<file path="src/rtl/mem_port_arbiter.sv">
// mem_port_arbiter: two-requester arbiter in front of a single-port memory.
// m0 (core) and m1 (loader/debug) share one port; a locked grant keeps ownership.
// Optional build macro MEM_ARB_ROUND_ROBIN_EN: IDLE ties go to the requester not
// granted most recently; when undefined, m0 always wins IDLE ties.
module mem_port_arbiter #(
  parameter int XLEN = 32
) (
  input  logic            clk_i,
  input  logic            rstn_i,
  input  logic            m0_req_i,
  input  logic            m1_req_i,
  input  logic            m0_we_i,
  input  logic            m1_we_i,
  input  logic            m0_lock_i,
  input  logic            m1_lock_i,
  input  logic [XLEN-1:0] m0_addr_i,
  input  logic [XLEN-1:0] m1_addr_i,
  input  logic [XLEN-1:0] m0_wdata_i,
  input  logic [XLEN-1:0] m1_wdata_i,
  output logic            m0_gnt_o,
  output logic            m1_gnt_o,
  output logic            m0_rvalid_o,
  output logic            m1_rvalid_o,
  output logic [XLEN-1:0] rdata_o,
  output logic            mem_we_o,
  output logic [XLEN-1:0] mem_addr_o,
  output logic [XLEN-1:0] mem_wd_o,
  input  logic [XLEN-1:0] mem_rd_i
);

  typedef enum logic [1:0] {
    IDLE = 2'd0,
    OWN0 = 2'd1,
    OWN1 = 2'd2
  } state_t;

  state_t          r_state;
  state_t          w_next_state;
  logic            w_gnt0;
  logic            w_gnt1;
  logic            w_prefer1;
  logic            w_rd_gnt0;
  logic            w_rd_gnt1;
  logic [XLEN-1:0] r_addr;
  logic [XLEN-1:0] r_wdata;
  logic [XLEN-1:0] r_rdata;
  logic            r_rvalid0;
  logic            r_rvalid1;

`ifdef MEM_ARB_ROUND_ROBIN_EN
  logic r_rr_prefer1;

  // Round-robin pointer: whoever was just granted loses the next IDLE tie
  always_ff @(posedge clk_i or negedge rstn_i) begin
    if (!rstn_i) begin
      r_rr_prefer1 <= 1'b0;
    end else if (w_gnt0) begin
      r_rr_prefer1 <= 1'b1;
    end else if (w_gnt1) begin
      r_rr_prefer1 <= 1'b0;
    end
  end

  assign w_prefer1 = r_rr_prefer1;
`else
  assign w_prefer1 = 1'b0;
`endif

  // Ownership state register
  always_ff @(posedge clk_i or negedge rstn_i) begin
    if (!rstn_i) begin
      r_state <= IDLE;
    end else begin
      r_state <= w_next_state;
    end
  end

  // Next ownership: take it on a locked grant, give it up on an unlocked grant or dropped request
  always_comb begin
    w_next_state = r_state;
    case (r_state)
      IDLE: begin
        if (w_gnt0 && m0_lock_i) begin
          w_next_state = OWN0;
        end else if (w_gnt1 && m1_lock_i) begin
          w_next_state = OWN1;
        end
      end
      OWN0: begin
        if (!m0_req_i || !m0_lock_i) begin
          w_next_state = IDLE;
        end
      end
      OWN1: begin
        if (!m1_req_i || !m1_lock_i) begin
          w_next_state = IDLE;
        end
      end
      default: w_next_state = IDLE;
    endcase
  end

  // Grant decode: same-cycle grant from requests and ownership, silenced while in reset
  always_comb begin
    w_gnt0 = 1'b0;
    w_gnt1 = 1'b0;
    case (r_state)
      IDLE: begin
        if (m0_req_i && m1_req_i) begin
          w_gnt0 = !w_prefer1;
          w_gnt1 = w_prefer1;
        end else begin
          w_gnt0 = m0_req_i;
          w_gnt1 = m1_req_i;
        end
      end
      OWN0:    w_gnt0 = m0_req_i;
      OWN1:    w_gnt1 = m1_req_i;
      default: ;
    endcase
    if (!rstn_i) begin
      w_gnt0 = 1'b0;
      w_gnt1 = 1'b0;
    end
  end

  assign w_rd_gnt0 = w_gnt0 && !m0_we_i;
  assign w_rd_gnt1 = w_gnt1 && !m1_we_i;

  // Remember the last granted address/data so the memory bus holds steady when idle
  always_ff @(posedge clk_i or negedge rstn_i) begin
    if (!rstn_i) begin
      r_addr  <= '0;
      r_wdata <= '0;
    end else if (w_gnt0) begin
      r_addr  <= m0_addr_i;
      r_wdata <= m0_wdata_i;
    end else if (w_gnt1) begin
      r_addr  <= m1_addr_i;
      r_wdata <= m1_wdata_i;
    end
  end

  // Read return: capture memory data on a read grant and flag the owner one cycle later
  always_ff @(posedge clk_i or negedge rstn_i) begin
    if (!rstn_i) begin
      r_rdata   <= '0;
      r_rvalid0 <= 1'b0;
      r_rvalid1 <= 1'b0;
    end else begin
      r_rvalid0 <= w_rd_gnt0;
      r_rvalid1 <= w_rd_gnt1;
      if (w_rd_gnt0 || w_rd_gnt1) begin
        r_rdata <= mem_rd_i;
      end
    end
  end

  assign m0_gnt_o    = w_gnt0;
  assign m1_gnt_o    = w_gnt1;
  assign m0_rvalid_o = r_rvalid0;
  assign m1_rvalid_o = r_rvalid1;
  assign rdata_o     = r_rdata;
  assign mem_we_o    = (w_gnt0 && m0_we_i) || (w_gnt1 && m1_we_i);
  assign mem_addr_o  = w_gnt0 ? m0_addr_i  : (w_gnt1 ? m1_addr_i  : r_addr);
  assign mem_wd_o    = w_gnt0 ? m0_wdata_i : (w_gnt1 ? m1_wdata_i : r_wdata);

endmodule

</file>
<file path="config.mk">
export PLATFORM = sky130hd
export DESIGN_NAME = mem_port_arbiter
export DESIGN_NICKNAME = d
export VERILOG_FILES = /design/src/rtl/mem_port_arbiter.sv
export SDC_FILE = /design/constraint.sdc
export NUM_CORES = 1
export LEC_CHECK = 0
export BUFFER_PORTS_ARGS = -buffer_cell sky130_fd_sc_hd__buf_4
export CORE_MARGIN = 2
export CORE_UTILIZATION = 43
export CTS_BUF_LIST = sky130_fd_sc_hd__clkbuf_16
export CTS_CLUSTER_DIAMETER = 80
export DETAILED_ROUTE_END_ITERATION = 10
export GPL_ROUTABILITY_DRIVEN = 0
export PLACE_DENSITY = 0.81
export SLEW_MARGIN = 20
export SYNTH_ARGS = -nofsm -noshare
export SYNTH_HDL_FRONTEND = slang
export SYNTH_SLANG_ARGS = --single-unit
</file>
<file path="constraint.sdc">
create_clock -name clk_i -period 2.17 [get_ports clk_i]
set_input_delay 0.3255 -clock clk_i [delete_from_list [all_inputs] [get_ports clk_i]]
set_output_delay 0.3255 -clock clk_i [all_outputs]
set_load 0.005 [all_outputs]
</file>
# == After elaboration in Yosys (flattened, before gate mapping) ==
# Index checks and enable logic that the tools add are counted.
# word_totals
register_bits,100
latch_bits,0
mem_bits_rw,0
rom_bits,0
out_inout_bits,101
wordCells,45
memories,0
# op_classes
n_addsub,0
multipliers,0
div_mod_pow,0
order_cmp,0
eq_ne,5
n_shift,0
mux,15
bitwise_logic,0
n_reduce_logical,19
# ops
op,count
32-bit two-way mux,4
2-bit two-way mux,4
1-bit logical AND,7
1-bit zero test,6
2-bit case mux with 3 select lines,1
1-bit logical OR,4
1-bit two-way mux,4
2-bit != test (second input constant),2
1-bit case mux with 2 select lines,2
3-bit != test (second input constant),1
3-bit AND reduction,1
2-bit by 1-bit equality test with 1-bit output (second input constant),1
2-bit equality test (second input constant),1
2-bit zero test,1

# == Logic depth before layout (Yosys ltp) ==
# Gate-level depths: netlist (run 1).
# depth
ltp_word,8
mapped_depth,6

# == Worst setup path before layout (run 1) ==
# OpenSTA, ideal clock, no wires.
# synth_path
kind,reg-to-output
start,register r_state[1]
end,output mem_addr_o[25]
arrival_ns,1.369
t_required_ns,1.845
setup_slack_ns,0.475
stages_incl_launch_ff,7
path_buffers,3
cell_sequence,dfrtp_1 > and3b_1 > buf_2 > buf_2 > buf_2 > and2_0 > a221o_1
# synth_between
elab_cells_between_ends,9
# synth_lines
element,line_no,source
start: declaration,37,state_t r_state;
start signal: assignment,74,r_state <= w_next_state;
2-bit by 1-bit equality test with 1-bit output or 2-bit zero test (tied branches),107,case (r_state)
1-bit case mux with 2 select lines *,107,
1-bit two-way mux *,121,if (!rstn_i) begin
via m0_gnt_o,20,"output logic m0_gnt_o,"
32-bit two-way mux *,n/a,
end: declaration,26,"output logic [XLEN-1:0] mem_addr_o,"
# Mark *: on every way through the listed nets, which the timed path passes. The rest lies on a longest branch.

# == Worst setup path after layout (run 1) ==
# layout_path
start,register r_state[0]
end,output mem_addr_o[13]
# layout_between
elab_chain_len,5
elab_cells_between_ends,9
# layout_lines
element,line_no
2-bit equality test or 2-bit zero test (tied branches),107
1-bit case mux with 2 select lines,107
1-bit two-way mux,121
32-bit two-way mux,n/a
32-bit two-way mux *,n/a
# Every way passes the cells marked *; elsewhere a longest branch is shown, timed or not.

==> metrics.txt, run 1 <==
# TYPE chip_impl_metric gauge
chip_impl_metric{name="timing.fmax",unit="GHz"} 0.466
chip_impl_metric{name="postSynthRegisterBits",unit=""} 100
chip_impl_metric{name="post-route-min-period",unit="ns"} 2.15
chip_impl_metric{name="dieWidth",unit="um"} 104
chip_impl_metric{name="drive_above_1_share",unit="%"} 59.3
chip_impl_metric{name="wl_per_cell",unit="um"} 18.7
chip_impl_metric{name="setup_viol_count_final",unit=""} 0
chip_impl_metric{name="drt-pass1-iter-count",unit=""} 4
chip_impl_metric{name="detailedRoute.firstIterationViolations",unit=""} 152
chip_impl_metric{name="timing.final.crit_share",unit="%"} 98.9
chip_impl_metric{name="antennaDiodeCount",unit=""} 0
chip_impl_info{name="setup.worst_path.start_class",value="flip-flop"} 1
chip_impl_metric{name="coreArea",unit="um^2"} 9680
chip_impl_metric{name="cts.reportedPaths.clkPinSlew",unit="ns"} 0.07
chip_impl_info{name="cts_tree",value="done"} 1
chip_impl_metric{name="ctsHtreeMaxLevel",unit=""} 3
chip_impl_metric{name="critical_path_required",unit="ns"} 1.84
chip_impl_metric{name="final_standard_cell_utilization_of_the_core",unit="%"} 70.6
chip_impl_info{name="grt_setup_unrepaired",value="yes"} 1
chip_impl_metric{name="max_slew_margin",unit="%"} 44.3
chip_impl_metric{name="synth.yosys.warnings",unit=""} 0
chip_impl_metric{name="clock_sink_count",unit=""} 100
chip_impl_metric{name="design_power_total",unit="mW"} 5.32
chip_impl_metric{name="design.final.nets",unit=""} 740
chip_impl_metric{name="timing_hold_violations_final",unit=""} 0
chip_impl_metric{name="timing.critical_path.slowest_cell_delay",unit="ns"} 0.39
chip_impl_metric{name="clock_latency",unit="ns"} 0.33
chip_impl_metric{name="post_synth_inst_count",unit=""} 302
chip_impl_metric{name="postSynthNetCount",unit=""} 470
chip_impl_metric{name="fp-row-count",unit=""} 36
chip_impl_metric{name="tritoncts.num_buffers",unit=""} 9
chip_impl_metric{name="number_of_top_level_pins",unit=""} 269
chip_impl_metric{name="largest_net_degree_at_the_start_of_global_routing",unit=""} 84
chip_impl_info{name="cts.root.buffer_cell",value="sky130_fd_sc_hd__clkbuf_16"} 1
chip_impl_metric{name="ctsLongestPathBuffers",unit=""} 2
chip_impl_metric{name="cellLeakagePower",unit="nW"} 3.46
chip_impl_metric{name="worst-slew-pin-transition",unit="ns"} 0.833
chip_impl_metric{name="buffer_ports.inserted",unit=""} 268
chip_impl_metric{name="yosysUniqueCellTypes",unit=""} 22
chip_impl_metric{name="dp_hpwl",unit="um"} 9430
chip_impl_metric{name="placed_area",unit="um^2"} 6430
chip_impl_metric{name="max-cap-violations",unit=""} 0
chip_impl_metric{name="initial_utilization",unit="%"} 44.0
chip_impl_metric{name="postSynthAreaPerCell",unit="um^2"} 14.1
chip_impl_metric{name="vias_after_detailed_routing",unit=""} 3648
chip_impl_metric{name="post-route-drc-count",unit=""} 0
chip_impl_metric{name="total_routing_usage_gr",unit="%"} 24.8
chip_impl_info{name="timing.critical_path.cells",value="and3b_2 > and2_4 > buf_12 > a221o_1 > buf_4"} 1
chip_impl_info{name="hold_class",value="input port to asynchronous set/reset pin"} 1
chip_impl_metric{name="final.fill_count",unit=""} 698
chip_impl_metric{name="worstPathMaxFanout",unit=""} 25
chip_impl_metric{name="grt.overflow.total",unit=""} 0
chip_impl_metric{name="grt_first_pass_wirelength",unit="um"} 20900
chip_impl_info{name="layout_commonest_cell",value="sky130_fd_sc_hd__buf_4"} 1
chip_impl_metric{name="route.detailed.vias_per_inst",unit=""} 5.14
chip_impl_metric{name="signal_arrival_time_at_the_worst_endpoint",unit="ns"} 1.82
chip_impl_metric{name="antenna_found_initial",unit=""} 0
chip_impl_metric{name="pre_cts_slack",unit="ns"} 0.144
chip_impl_info{name="sort_of_element_at_the_end_of_the_critical_path",value="output pin"} 1
chip_impl_info{name="outcome",value="complete, no violations"} 1
chip_impl_metric{name="timing.final.max_slew_violations",unit=""} 0
chip_impl_metric{name="detail_route.wirelength",unit="um"} 13300
chip_impl_metric{name="p_per_area",unit="nW/um^2"} 777
chip_impl_metric{name="chipHeight",unit="um"} 104
chip_impl_info{name="mostFrequentLayoutCells",value="274 x sky130_fd_sc_hd__buf_4, 100 x sky130_fd_sc_hd__dfrtp_1, 63 x sky130_fd_sc_hd__a221o_1"} 1
chip_impl_metric{name="least_setup_slack_across_all_paths_after_layout",unit="ns"} 0.0231
chip_impl_metric{name="drtAntennaViolNets",unit=""} 0
chip_impl_metric{name="synth.cell_area",unit="um^2"} 4260
chip_impl_metric{name="seq_area_frac_synth",unit="%"} 58.7
chip_impl_info{name="worstSetupPathType",value="flip-flop to output pin"} 1
chip_impl_info{name="critical_path_cell_with_the_highest_stage_delay",value="sky130_fd_sc_hd__dfrtp_1"} 1
chip_impl_metric{name="first_global_vias",unit=""} 3900
chip_impl_metric{name="area_delta_synth_final",unit="%"} 60.5
chip_impl_metric{name="post-route-cell-area",unit="um^2"} 6840
chip_impl_metric{name="finClkSkew",unit="ns"} 0.00516
chip_impl_metric{name="dieArea",unit="um^2"} 10700
chip_impl_metric{name="vdd.ir_drop.worst",unit="V"} 0.000537
[area by class of cell]
cell class | count | area [um^2] | share of cell area [%]
inverter | 2 | 7.51 | 0.110
clock buffer | 9 | 225 | 3.29
sequential | 100 | 2500 | 36.6
tap | 133 | 166 | 2.43
clock inverter | 7 | 57.6 | 0.841
multi-input combinational | 176 | 1670 | 24.3
timing repair buffer | 283 | 2220 | 32.4
[sequential cells by signal, summed over array words and instances (netlist names)]
register     flops
r_addr          32
m1_rvalid_o      1
rdata_o         32
m0_rvalid_o      1
r_state          2
r_wdata         32
[per-layer routing]
metal,part of all wire [%],track usage [%],up-vias,wire length (um)
met1,38,28.6,1766,5090
met2,52,43.6,176,6890
met4,2.7,10.0,0,358
li1,-,-,1678,-
met3,7.1,6.86,28,939
met5,0,0,-,0
[worst max-delay path: cells and delay by family (launching register included)]
kind | cells | cell delay, ns
AND/OR/NAND/NOR | 2 | 0.42
flip-flops | 1 | 0.39
AO/OA/AOI/OAI | 1 | 0.36
buffers and inverters | 2 | 0.31
[cell usage after synthesis, drive strengths merged]
cell type | instances | share of area (%)
nor2 | 1 | 0.088
o211a | 1 | 0.23
mux2 | 32 | 11
a221o | 63 | 15
nand2 | 1 | 0.088
and2 | 65 | 9.5
nand2b | 1 | 0.15
nor2b | 3 | 0.44
mux2i | 1 | 0.23
buf | 17 | 2.4
dfrtp | 100 | 59
a32o | 1 | 0.26
a22o | 1 | 0.21
and3 | 1 | 0.15
clkbuf | 7 | 0.62
and3b | 2 | 0.41
o21ai | 3 | 0.35
inv | 2 | 0.18
[report_power, final]
| group | switching, mW | internal, mW |
|---|---|---|
| logic | 0.514 | 0.950 |
| clock network | 0.656 | 0.878 |
| registers | 0.146 | 2.17 |
[per-stage QoR]
stage | setup TNS, ns | hold WS [ns] | std cells
2_1_floorplan | 0 | 0.0299 | 302
3_3_place_gp | 0 | 0.331 | 688
3_5_place_dp | 0 | 0.338 | 688
4_1_cts | 0 | 0.210 | 708
5_1_grt | -0.602 | 0.212 | 710
6_report | 0 | 0.174 | 710
[timing repair]
item	CTS	global route
endpoints found under the hold margin	18	0
cloned	1	0
pin swaps	2	3
resized for setup	8	14
setup endpoints to repair	63	52
setup buffers	2	2
hold buffers	1	0
[path summary, 6_finish.rpt]
path	startpoint	endpoint	slack, ns	cells past startpoint
max	r_state[0]$_DFFE_PN0P_	mem_addr_o[13]	0.02	5
min	rstn_i	r_wdata[18]$_DFF_PN0_	0.17	2
max in group asynchronous	rstn_i	r_wdata[21]$_DFF_PN0_	0.86	3
min reg2reg	rdata_o[25]$_DFFE_PN0P_	rdata_o[25]$_DFFE_PN0P_	0.51	1
min in group clk_i	mem_rd_i[30]	rdata_o[30]$_DFFE_PN0P_	0.22	2
max reg2reg	r_state[1]$_DFFE_PN0P_	rdata_o[19]$_DFFE_PN0P_	0.24	5
[kinds of logic after synthesis]
logic type             share of synthesized area, %
AO/OA/AOI/OAI                                  15.9
buffers and inverters                          3.23
flip-flops                                     58.7
multiplexers                                   11.3
AND/OR/NAND/NOR                                10.9
(Power assumes the default switching activity.)
==> run 2: changes to the inputs <==
==> constraint.sdc (replaced) <==
create_clock -name clk_i -period 2.17 [get_ports clk_i]
set_input_delay 0.5425 -clock clk_i [delete_from_list [all_inputs] [get_ports clk_i]]
set_output_delay 0.5425 -clock clk_i [all_outputs]
set_load 0.005 [all_outputs]
==> metrics.txt, run 2 (synthesis results as in run 1) <==
# TYPE chip_impl_metric gauge
chip_impl_info{name="mostFrequentLayoutCells",value="284 x sky130_fd_sc_hd__buf_4, 100 x sky130_fd_sc_hd__dfrtp_1, 63 x sky130_fd_sc_hd__a221o_1"} 1
chip_impl_metric{name="vdd.ir_drop.worst",unit="V"} 0.000464
chip_impl_metric{name="clock_latency",unit="ns"} 0.34
chip_impl_metric{name="vias_after_detailed_routing",unit=""} 3737
chip_impl_metric{name="ctsHtreeMaxLevel",unit=""} 3
chip_impl_metric{name="finClkSkew",unit="ns"} 0.00424
chip_impl_metric{name="largest_net_degree_at_the_start_of_global_routing",unit=""} 69
chip_impl_metric{name="chipHeight",unit="um"} 104
chip_impl_metric{name="post-route-drc-count",unit=""} 0
chip_impl_metric{name="timing.setup.tns",unit="ns"} -9.45
chip_impl_metric{name="drive_above_1_share",unit="%"} 59.9
chip_impl_metric{name="antenna_found_initial",unit=""} 0
chip_impl_metric{name="post-route-min-period",unit="ns"} 2.36
chip_impl_metric{name="cellLeakagePower",unit="nW"} 3.57
chip_impl_metric{name="fp-row-count",unit=""} 36
chip_impl_metric{name="placed_area",unit="um^2"} 6560
chip_impl_metric{name="grt.overflow.total",unit=""} 0
chip_impl_metric{name="post-route-cell-area",unit="um^2"} 7000
chip_impl_metric{name="first_global_vias",unit=""} 3968
chip_impl_metric{name="timing.final.max_slew_violations",unit=""} 0
chip_impl_metric{name="initial_utilization",unit="%"} 44.0
chip_impl_metric{name="power.clock.fraction",unit="%"} 28.1
chip_impl_metric{name="critical_path_required",unit="ns"} 1.63
chip_impl_info{name="layout_commonest_cell",value="sky130_fd_sc_hd__buf_4"} 1
chip_impl_info{name="cts.root.buffer_cell",value="sky130_fd_sc_hd__clkbuf_16"} 1
chip_impl_metric{name="detailedRoute.firstIterationViolations",unit=""} 171
chip_impl_metric{name="drt-pass1-iter-count",unit=""} 5
chip_impl_metric{name="sequentialPowerShare",unit="%"} 43.1
chip_impl_metric{name="signal_arrival_time_at_the_worst_endpoint",unit="ns"} 1.82
chip_impl_metric{name="dp_hpwl",unit="um"} 9420
chip_impl_metric{name="design.final.nets",unit=""} 756
chip_impl_metric{name="power.combinational.fraction",unit="%"} 28.8
chip_impl_metric{name="area_delta_synth_final",unit="%"} 64.2
chip_impl_metric{name="route.detailed.vias_per_inst",unit=""} 5.15
chip_impl_metric{name="worst-slew-pin-transition",unit="ns"} 0.866
chip_impl_info{name="violations",value="negative setup slack"} 1
chip_impl_info{name="grt.busiest_layer",value="met2"} 1
chip_impl_metric{name="total_routing_usage_gr",unit="%"} 24.8
chip_impl_metric{name="met3_usage",unit="%"} 6.17
chip_impl_metric{name="p_per_area",unit="nW/um^2"} 767
chip_impl_metric{name="drtAntennaViolNets",unit=""} 0
chip_impl_info{name="hold_class",value="input port to asynchronous set/reset pin"} 1
chip_impl_metric{name="grt.met1_usage",unit="%"} 29.1
chip_impl_info{name="setup.worst_path.start_class",value="flip-flop"} 1
chip_impl_metric{name="detail_route.wirelength",unit="um"} 13300
chip_impl_metric{name="post_cts_hold_buffer_count",unit=""} 0
chip_impl_metric{name="tritoncts.num_buffers",unit=""} 9
chip_impl_metric{name="cts.reportedPaths.clkPinSlew",unit="ns"} 0.06
chip_impl_metric{name="worstPathMaxFanout",unit=""} 31
chip_impl_metric{name="max_slew_margin",unit="%"} 42.3
chip_impl_metric{name="internal-power",unit="mW"} 4.05
chip_impl_metric{name="max-cap-violations",unit=""} 0
chip_impl_metric{name="timing.fmax",unit="GHz"} 0.424
chip_impl_metric{name="clock_sink_count",unit=""} 100
chip_impl_metric{name="wl_per_cell",unit="um"} 18.4
chip_impl_metric{name="antennaDiodeCount",unit=""} 0
chip_impl_metric{name="timing.final.crit_share",unit="%"} 109
chip_impl_info{name="grt_setup_unrepaired",value="yes"} 1
chip_impl_metric{name="timing_hold_violations_final",unit=""} 0
chip_impl_metric{name="sw_frac_of_total",unit="%"} 24.5
chip_impl_metric{name="coreArea",unit="um^2"} 9680
chip_impl_info{name="outcome",value="finished with violations"} 1
chip_impl_metric{name="grt_util_met2",unit="%"} 43.8
chip_impl_metric{name="ctsLongestPathBuffers",unit=""} 2
chip_impl_metric{name="number_of_top_level_pins",unit=""} 269
chip_impl_metric{name="buffer_ports.inserted",unit=""} 268
chip_impl_metric{name="least_setup_slack_across_all_paths_after_layout",unit="ns"} -0.189
chip_impl_info{name="sort_of_element_at_the_end_of_the_critical_path",value="output pin"} 1
chip_impl_metric{name="setup_viol_count_final",unit=""} 65
chip_impl_metric{name="dieWidth",unit="um"} 104
chip_impl_info{name="worstSetupPathType",value="flip-flop to output pin"} 1
chip_impl_info{name="cts_tree",value="done"} 1
chip_impl_metric{name="grt_first_pass_wirelength",unit="um"} 21000
chip_impl_metric{name="net-switching-power",unit="mW"} 1.31
chip_impl_metric{name="dieArea",unit="um^2"} 10700
==> run 2: cell count changes in the layout (fill, tap and decap cells not counted), moves of 2 or more <==
cell                       before  now
sky130_fd_sc_hd__and2_0        16   11
sky130_fd_sc_hd__and2_1        42   46
sky130_fd_sc_hd__buf_12         5    7
sky130_fd_sc_hd__buf_4        274  284
sky130_fd_sc_hd__buf_6          2    7
sky130_fd_sc_hd__clkinv_2       4    0
sky130_fd_sc_hd__inv_1          2    6
==> run 2: final cells by class <==
| class | count | area [um^2] |
|---|---|---|
| Clock buffer | 9 | 225 |
| Clock inverter | 7 | 52.6 |
| Fill cell | 671 | 2690 |
| Inverter | 2 | 7.51 |
| Multi-Input combinational cell | 176 | 1660 |
| Sequential cell | 100 | 2500 |
| Tap cell | 133 | 166 |
| Timing Repair Buffer | 299 | 2380 |
==> run 2: stage by stage <==
stage                     instances  hold slack [ns]  total power, mW  utilization (%)  worst slack (ns)
after floorplan                 302            0.247             2.88                -            0.0737
after global placement          701            0.493             3.78             67.8            -0.148
after detailed placement        701            0.493             3.82             67.8            -0.159
after CTS                       721            0.292             5.38             71.6            -0.187
after global routing            726            0.324             5.61             72.2            -0.240
final                           726            0.280             5.37             72.2            -0.189
==> run 2: final timing paths <==
kind,startpoint,end,slack [ns],depth (start not counted)
worst max register to register,r_state[1]$_DFFE_PN0P_,rdata_o[8]$_DFFE_PN0P_,0.34,5
worst min-delay path,rstn_i,m1_rvalid_o$_DFF_PN0_,0.28,2
max in group asynchronous,rstn_i,r_wdata[28]$_DFF_PN0_,0.63,3
min in group clk_i,mem_rd_i[26],rdata_o[26]$_DFFE_PN0P_,0.44,2
worst min register to register,rdata_o[26]$_DFFE_PN0P_,rdata_o[26]$_DFFE_PN0P_,0.51,1
worst max-delay path,r_state[1]$_DFFE_PN0P_,mem_wd_o[2],-0.19,5
==> run 2: worst max-delay path, cell delays in order, from the launching register on <==
cell and delay (ns):
sky130_fd_sc_hd__dfrtp_1 0.40, sky130_fd_sc_hd__and3b_2 0.27, sky130_fd_sc_hd__buf_12 0.17, sky130_fd_sc_hd__and2_1 0.17
sky130_fd_sc_hd__a221o_1 0.30, sky130_fd_sc_hd__buf_4 0.15
==> run 2: what timing repair did <==
action | 4_1_cts | 5_1_grt
hold endpoints to repair | 0 | 0
setup buffers | 3 | 5
setup endpoints to repair | 63 | 65
pin swaps | 5 | 2
resized for setup | 14 | 15
cloned | 1 | 0
==> run 2: per-layer routing <==
layer | vias up | routed length, um
met1 | 1820 | 5120
met4 | 0 | 232
li1 | 1704 | -
met3 | 16 | 996
met5 | - | 0
met2 | 197 | 7000
==> run 2: power by group through the flow <==
stage | combinational [mW] | sequential (mW) | clock (mW)
final | 1.54 | 2.31 | 1.51
after CTS | 1.52 | 2.31 | 1.55
after floorplan | 0.559 | 2.32 | 0
after global placement | 1.46 | 2.32 | 0
after global routing | 1.64 | 2.34 | 1.63
after detailed placement | 1.48 | 2.34 | 0
